### src/rtl/bus_arbiter_pkg.sv
// rtl/bus_arbiter_pkg.sv - shared types and constants for the two-master bus arbiter
package bus_arbiter_pkg;

  localparam int SEL_W = 2;

  localparam logic [1:0] GNT_NONE = 2'b00;
  localparam logic [1:0] GNT_M1   = 2'b01;
  localparam logic [1:0] GNT_M2   = 2'b10;

  typedef enum logic [1:0] {
    ST_IDLE   = 2'b00,
    ST_GNT_M1 = 2'b01,
    ST_GNT_M2 = 2'b10
  } arb_state_e;

  // Owner code for a state; anything unrecognised reads as no owner.
  function automatic logic [1:0] grant_code(input arb_state_e st);
    case (st)
      ST_GNT_M1: grant_code = GNT_M1;
      ST_GNT_M2: grant_code = GNT_M2;
      default:   grant_code = GNT_NONE;
    endcase
  endfunction

endpackage

### src/rtl/bus_arbiter_if.sv
// rtl/bus_arbiter_if.sv - request/grant bundle between the two masters and the arbiter
interface bus_arbiter_if;
  import bus_arbiter_pkg::*;

  logic             m1_request;
  logic             m2_request;
  logic [SEL_W-1:0] m1_slave_sel;
  logic [SEL_W-1:0] m2_slave_sel;
  logic             m1_grant;
  logic             m2_grant;
  logic             arbiter_busy;
  logic [1:0]       bus_grant;
  logic [SEL_W-1:0] slave_sel;

  modport master (
    output m1_request, m2_request, m1_slave_sel, m2_slave_sel,
    input  m1_grant, m2_grant, arbiter_busy, bus_grant, slave_sel
  );

  modport slave (
    input  m1_request, m2_request, m1_slave_sel, m2_slave_sel,
    output m1_grant, m2_grant, arbiter_busy, bus_grant, slave_sel
  );

endinterface

### src/rtl/bus_arbiter.sv
// rtl/bus_arbiter.sv - fixed-priority, non-preemptive two-master arbiter with latched slave select
module bus_arbiter
  import bus_arbiter_pkg::*;
(
  input  logic          clk,
  input  logic          rst,
  bus_arbiter_if.slave  bus
);

  arb_state_e       state;
  arb_state_e       state_nxt;
  logic [SEL_W-1:0] sel_q;
  logic [SEL_W-1:0] sel_nxt;
  logic             m1_grant_q;
  logic             m2_grant_q;
  logic             busy_q;
  logic [1:0]       bus_grant_q;

  // The select is captured only on entry to a grant; while the owner keeps
  // the bus the latched value is recirculated.
  always_comb begin
    state_nxt = ST_IDLE;
    sel_nxt   = '0;
    case (state)
      ST_IDLE: begin
        if (bus.m1_request) begin
          state_nxt = ST_GNT_M1;
          sel_nxt   = bus.m1_slave_sel;
        end else if (bus.m2_request) begin
          state_nxt = ST_GNT_M2;
          sel_nxt   = bus.m2_slave_sel;
        end
      end
      ST_GNT_M1: begin
        if (bus.m1_request) begin
          state_nxt = ST_GNT_M1;
          sel_nxt   = sel_q;
        end else if (bus.m2_request) begin
          state_nxt = ST_GNT_M2;
          sel_nxt   = bus.m2_slave_sel;
        end
      end
      ST_GNT_M2: begin
        if (bus.m2_request) begin
          state_nxt = ST_GNT_M2;
          sel_nxt   = sel_q;
        end else if (bus.m1_request) begin
          state_nxt = ST_GNT_M1;
          sel_nxt   = bus.m1_slave_sel;
        end
      end
      default: begin
        state_nxt = ST_IDLE;
        sel_nxt   = '0;
      end
    endcase
  end

  always_ff @(posedge clk or negedge rst) begin
    if (!rst) begin
      state       <= ST_IDLE;
      sel_q       <= '0;
      m1_grant_q  <= 1'b0;
      m2_grant_q  <= 1'b0;
      busy_q      <= 1'b0;
      bus_grant_q <= GNT_NONE;
    end else begin
      state       <= state_nxt;
      sel_q       <= sel_nxt;
      m1_grant_q  <= (state_nxt == ST_GNT_M1);
      m2_grant_q  <= (state_nxt == ST_GNT_M2);
      busy_q      <= (state_nxt == ST_GNT_M1) || (state_nxt == ST_GNT_M2);
      bus_grant_q <= grant_code(state_nxt);
    end
  end

  assign bus.m1_grant     = m1_grant_q;
  assign bus.m2_grant     = m2_grant_q;
  assign bus.arbiter_busy = busy_q;
  assign bus.bus_grant    = bus_grant_q;
  assign bus.slave_sel    = sel_q;

endmodule

### src/flat_wrapper.sv
// flat-port wrapper written by rule: the top's interface ports become plain ports
module bus_arbiter_flat import bus_arbiter_pkg::*;
  (clk, rst, bus_m1_request, bus_m2_request, bus_m1_slave_sel, bus_m2_slave_sel, bus_m1_grant, bus_m2_grant, bus_arbiter_busy, bus_bus_grant, bus_slave_sel);
  bus_arbiter_if bus_i ();
  input  logic clk;
  input  logic rst;
  input wire logic [$bits(bus_i.m1_request)-1:0] bus_m1_request;
  input wire logic [$bits(bus_i.m2_request)-1:0] bus_m2_request;
  input wire logic [$bits(bus_i.m1_slave_sel)-1:0] bus_m1_slave_sel;
  input wire logic [$bits(bus_i.m2_slave_sel)-1:0] bus_m2_slave_sel;
  output wire logic [$bits(bus_i.m1_grant)-1:0] bus_m1_grant;
  output wire logic [$bits(bus_i.m2_grant)-1:0] bus_m2_grant;
  output wire logic [$bits(bus_i.arbiter_busy)-1:0] bus_arbiter_busy;
  output wire logic [$bits(bus_i.bus_grant)-1:0] bus_bus_grant;
  output wire logic [$bits(bus_i.slave_sel)-1:0] bus_slave_sel;
  assign bus_i.m1_request = bus_m1_request;
  assign bus_i.m2_request = bus_m2_request;
  assign bus_i.m1_slave_sel = bus_m1_slave_sel;
  assign bus_i.m2_slave_sel = bus_m2_slave_sel;
  assign bus_m1_grant = bus_i.m1_grant;
  assign bus_m2_grant = bus_i.m2_grant;
  assign bus_arbiter_busy = bus_i.arbiter_busy;
  assign bus_bus_grant = bus_i.bus_grant;
  assign bus_slave_sel = bus_i.slave_sel;
  bus_arbiter u_core (.clk(clk), .rst(rst), .bus(bus_i));
endmodule
### config.mk
export PLATFORM = sky130hd
export DESIGN_NAME = bus_arbiter_flat
export DESIGN_NICKNAME = d
export VERILOG_FILES = /design/src/rtl/bus_arbiter_pkg.sv /design/src/rtl/bus_arbiter_if.sv /design/src/rtl/bus_arbiter.sv /design/src/flat_wrapper.sv
export SDC_FILE = /design/constraint.sdc
export NUM_CORES = 1
export LEC_CHECK = 0
export CORE_AREA = 2 2 39 41
export DETAILED_ROUTE_END_ITERATION = 10
export DIE_AREA = 0 0 41 43
export GPL_ROUTABILITY_DRIVEN = 1
export HOLD_SLACK_MARGIN = 0.12
export SLEW_MARGIN = 20
export SYNTH_ARGS = -nofsm -noshare
export SYNTH_HDL_FRONTEND = slang
export SYNTH_SLANG_ARGS = --single-unit
### constraint.sdc
create_clock -name clk -period 1.16 [get_ports clk]
set_input_delay 0.232 -clock clk [delete_from_list [all_inputs] [get_ports clk]]
set_output_delay 0.232 -clock clk [all_outputs]
set_load 0.02 [all_outputs]
Word-level counts from Yosys, hierarchy flattened
Index checks and enable logic that the tools add are counted.
Widths: inputs -> output; s select.
- register bits after elaboration: 9
- input port bits: 8
- output and inout bits: 7
- logic and storage cells: 28
- eq/ne operators: 6
- multiplexer cells: 12
- reduce and logical (&&, ||, !) cells: 4
- operators with widths (kind ; number):
    $mux 2 ; 8
    $pmux 2 s2 ; 2
    $pmux 2 s3 ; 1
    $eq 2x1->1 const B ; 2
    $eq 2x2->1 const B ; 2
    $ne 2x2->1 const B ; 2
    $logic_not 2->1 ; 1
    $reduce_and 2->1 ; 1
    $reduce_or 2->1 ; 1
    $logic_or 1x1->1 ; 1
    $mux 1 ; 1

Longest topological paths before layout
- depth after elaboration: 5
- depth in mapped cells: 5
- mapped depth without buffers: 5

Least setup slack after synthesis
No wires, ideal clock.
- path kind: reg2reg
- start point: reg u_core.state[1]
- end point: reg u_core.busy_q (netlist: u_core.bus.arbiter_busy)
- arrival time: 970 ps
- setup slack: 78 ps
- stages on the path, launching flop included: 6
- clock period less this slack: 1082 ps
- cell sequence: dfrtp_1 nand2b_1 nand3_1 inv_1 ha_1 inv_1
- cells in the longest elaborated chain, start to end: 5
- elaborated cells between the ends (all ways): 8
- those cells by class: eq/ne: 4; mux: 1; reduce/logical: 3
- RTL lines (what ; RTL line ; RTL):
    start: declaration ; bus_arbiter.sv:10 ; arb_state_e state;
    start signal: assignment ; bus_arbiter.sv:68 ; state <= state_nxt;
    $eq 2x1->1 / $logic_not 2->1 (equally long branches) ; bus_arbiter.sv:24 ; case (state)
    $reduce_or 2->1 (no line) ; n/a ;
    $pmux 2 s2 * ; bus_arbiter.sv:24 ;
    net u_core.state_nxt[1] ; bus_arbiter.sv:11 ; arb_state_e state_nxt;
    $eq 2x1->1 / $eq 2x2->1 (equally long branches) ; bus_arbiter.sv:72 ; busy_q <= (state_nxt == ST_GNT_M1) || (state_nxt == ST_GNT_M2);
    $logic_or 1x1->1 * ; bus_arbiter.sv:72 ;
    end signal: assignment ; bus_arbiter.sv:72 ;
    end: declaration ; bus_arbiter.sv:16 ; logic busy_q;
Mark *: on every way through the listed nets, which the timed path passes. The rest lies on a longest branch.
A chain may end at the register's enable or synchronous reset.

Worst setup path in the final report
Ends and elaborated chain as after synthesis.

==> qor.yml <==
hold_violations: 0
maxSlewViolCount: 0
cts_tree: "done"
first_pass_iters: 2
crit_arrival_ps: 1270
regArea_sq_um: 175
antenna_cells: 0
startpoint_type: "register"
start_util_pct: 22.3
dieArea_sq_um: 1760
grt_first_pass_wirelength_um: 862
critPathCaptureType: "register"
yosysWarnings: 0
fin_crit_sh_pct: 97.6
clk_pin_slew_ps: 50
leakage_nw: 0.274
drive_above_1_share_pct: 29.8
grt_pass1_vias: 234
status: "complete, no violations"
viasPerCell: 4.06
yosysSeqAreaShare_pct: 56.7
grt-ovfl-total: 0
place_inst: 58
ant_nets: 0
vdd_drop_max_mv: 0.555
htree_levels: 1
hold_slack_ps: 236
ys_async_sr_fraction_pct: 100
clk_path_buf_depth: 2
synth_edf_count: 0
ys_ff_latch: 7
power_density_nw_per_um2: 1300
layoutNonFillerInstCount: 63
synth_cell_type_count: 13
min_path_type: "in2async"
crit_type: "reg2reg"
max_cap_viol_count: 0
drc: 0
startpoint: "u_core.state[1]$_DFF_PN0_"
fmax_mhz: 883
yosysTopAreaCellShare_pct: 56.7
syn_area_sq_um: 309
num-fill-cells: 157
multi_input_area_sq_um: 115
ys_top_cells_by_count: "7 x dfrtp_1, 3 x inv_1, 3 x nand2_1"
cts.root.buffer_cell: "clkbuf_4"
area_growth_pct: 61.1
clkLatencyLatePin_ps: 250
num_vias: 256
place.gp.congestion: 0.614
critPathRequiredTime_ps: 1300
synth_ff_type: "dfrtp_1"
top_level_ports: 15
cp_max_fo: 3
synth.largest_area_cell: "dfrtp_1"
avgSynthCellArea_sq_um: 11.4
numCtsBuffers: 3
port_buffers: 14
netlist_instances: 27
fin_nets: 58
core_sq_um: 1380
gr-usage-all-layers_pct: 7.89
r2r-start: "u_core.state[1]$_DFF_PN0_"
dpl_worst_slack_ps: -279
setup_violations: 0
synth.most_common_cell: "dfrtp_1"
grt_max_degree: 8
worst_pin_slew_ps: 300
clock-skew-final_ps: 6.56
drt-total-wl_um: 570
routedWlPerCell_um: 9.05
numClockSinks: 7
synth.area.top_cells: "dfrtp_1 57%, ha_1 8.1%, a221o_1 6.5%"
antenna_found_initial: 0
die_w_um: 41
synth.net_count: 37
slew_headroom_pct: 80.0
worst_slack_ps: 27.4
min_period_ps: 1130
rsz0062_at_grt: "true"
die_h_um: 43
placementRows: 14
dr.first_iter.drc_count: 1
power.total_w: 0.000646
-- critical path, cell delays in order (launching register included) --
cell,delay (ps)
dfrtp_1,400
nand2b_1,180
nand3_2,90
inv_1,60
ha_1,260
inv_1,30
-- layout by cell type (no fill, tap or decap), drive strengths merged --
| cell type | instances |
|---|---|
| nand2b | 1 |
| dlygate4sd2 | 1 |
| nand2 | 3 |
| buf | 4 |
| mux2i | 1 |
| nor2 | 1 |
| o21ai | 1 |
| dfrtp | 7 |
| and3 | 2 |
| and3b | 1 |
| nand3 | 1 |
| clkdlybuf4s15 | 2 |
| clkdlybuf4s50 | 5 |
| inv | 3 |
| a221o | 2 |
| dlymetal6s2s | 1 |
| clkbuf | 9 |
| ha | 2 |
-- routing by layer --
metal | track usage [%] | routed length (um) | up-vias | share of wire, %
met4 | 8.00 | 14 | 0 | 2.5
met5 | 0 | 0 | - | 0
met3 | 3.14 | 28 | 2 | 4.9
met2 | 12.2 | 320 | 6 | 56
li1 | - | - | 130 | -
met1 | 6.93 | 207 | 118 | 36
-- what timing repair did --
action                     4_1_cts  5_1_grt
gates resized for setup         14       10
hold buffers                     0        0
setup endpoints to repair        9       10
pin swaps                        0        1
buffers inserted                 0        1
-- path summary, 6_finish.rpt --
kind / end / slack (ps) / depth (start not counted)
max reg2reg: u_core.bus.arbiter_busy$_DFF_PN0_ / 30 / 5
min reg2reg: u_core.bus.slave_sel[0]$_DFFE_PN0P_ / 610 / 2
min in group clk: u_core.state[0]$_DFF_PN0_ / 360 / 3
min: u_core.bus.m1_grant$_DFF_PN0_ / 240 / 1
max in group asynchronous: u_core.state[0]$_DFF_PN0_ / 690 / 1
max: u_core.bus.arbiter_busy$_DFF_PN0_ / 30 / 5
-- flip-flops by register name, indices dropped and copies added, names as in the netlist --
signal / cells
u_core.bus.arbiter_busy: 1
u_core.bus.m2_grant: 1
u_core.state: 2
u_core.bus.m1_grant: 1
u_core.bus.slave_sel: 2
-- where the power goes --
group / internal [W] / leakage, nW / total, W / switching [W]
registers: 0.000269 / 0.0885 / 0.000282 / 0.0000135
logic: 0.0000766 / 0.171 / 0.000152 / 0.0000753
clock network: 0.000131 / 0.0150 / 0.000212 / 0.0000811
total: 0.000476 / 0.274 / 0.000646 / 0.000170
-- final cells by class --
| type | instances | share of cell area, % |
|---|---|---|
| clock buffers | 4 | 5.28 |
| inverters | 3 | 2.26 |
| multi-input cells | 15 | 23.1 |
| flip-flops and latches | 7 | 35.2 |
| well taps | 16 | 4.02 |
| repair buffers | 18 | 30.2 |
-- cells by family (layout without fill, tap and decap cells) --
group	after synthesis	count (layout)	share of synthesized area, %
buf+inv	5	25	8.50
compound gates	3	3	8.10
mux	1	1	3.24
simple gates	9	9	15.4
flops	7	7	56.7
fa+ha+maj	2	2	8.10
-- metrics by stage --
stage               setup TNS, ps  utilization, %  cell area [sq um]
finish                          0            36.0                498
CTS                             0            36.2                500
detailed placement          -1120            34.4                477
floorplan                       0               -                309
global route                -95.6            36.0                498
global placement            -1110            34.4                477
Note: power is estimated with default switching activity, not from simulation.
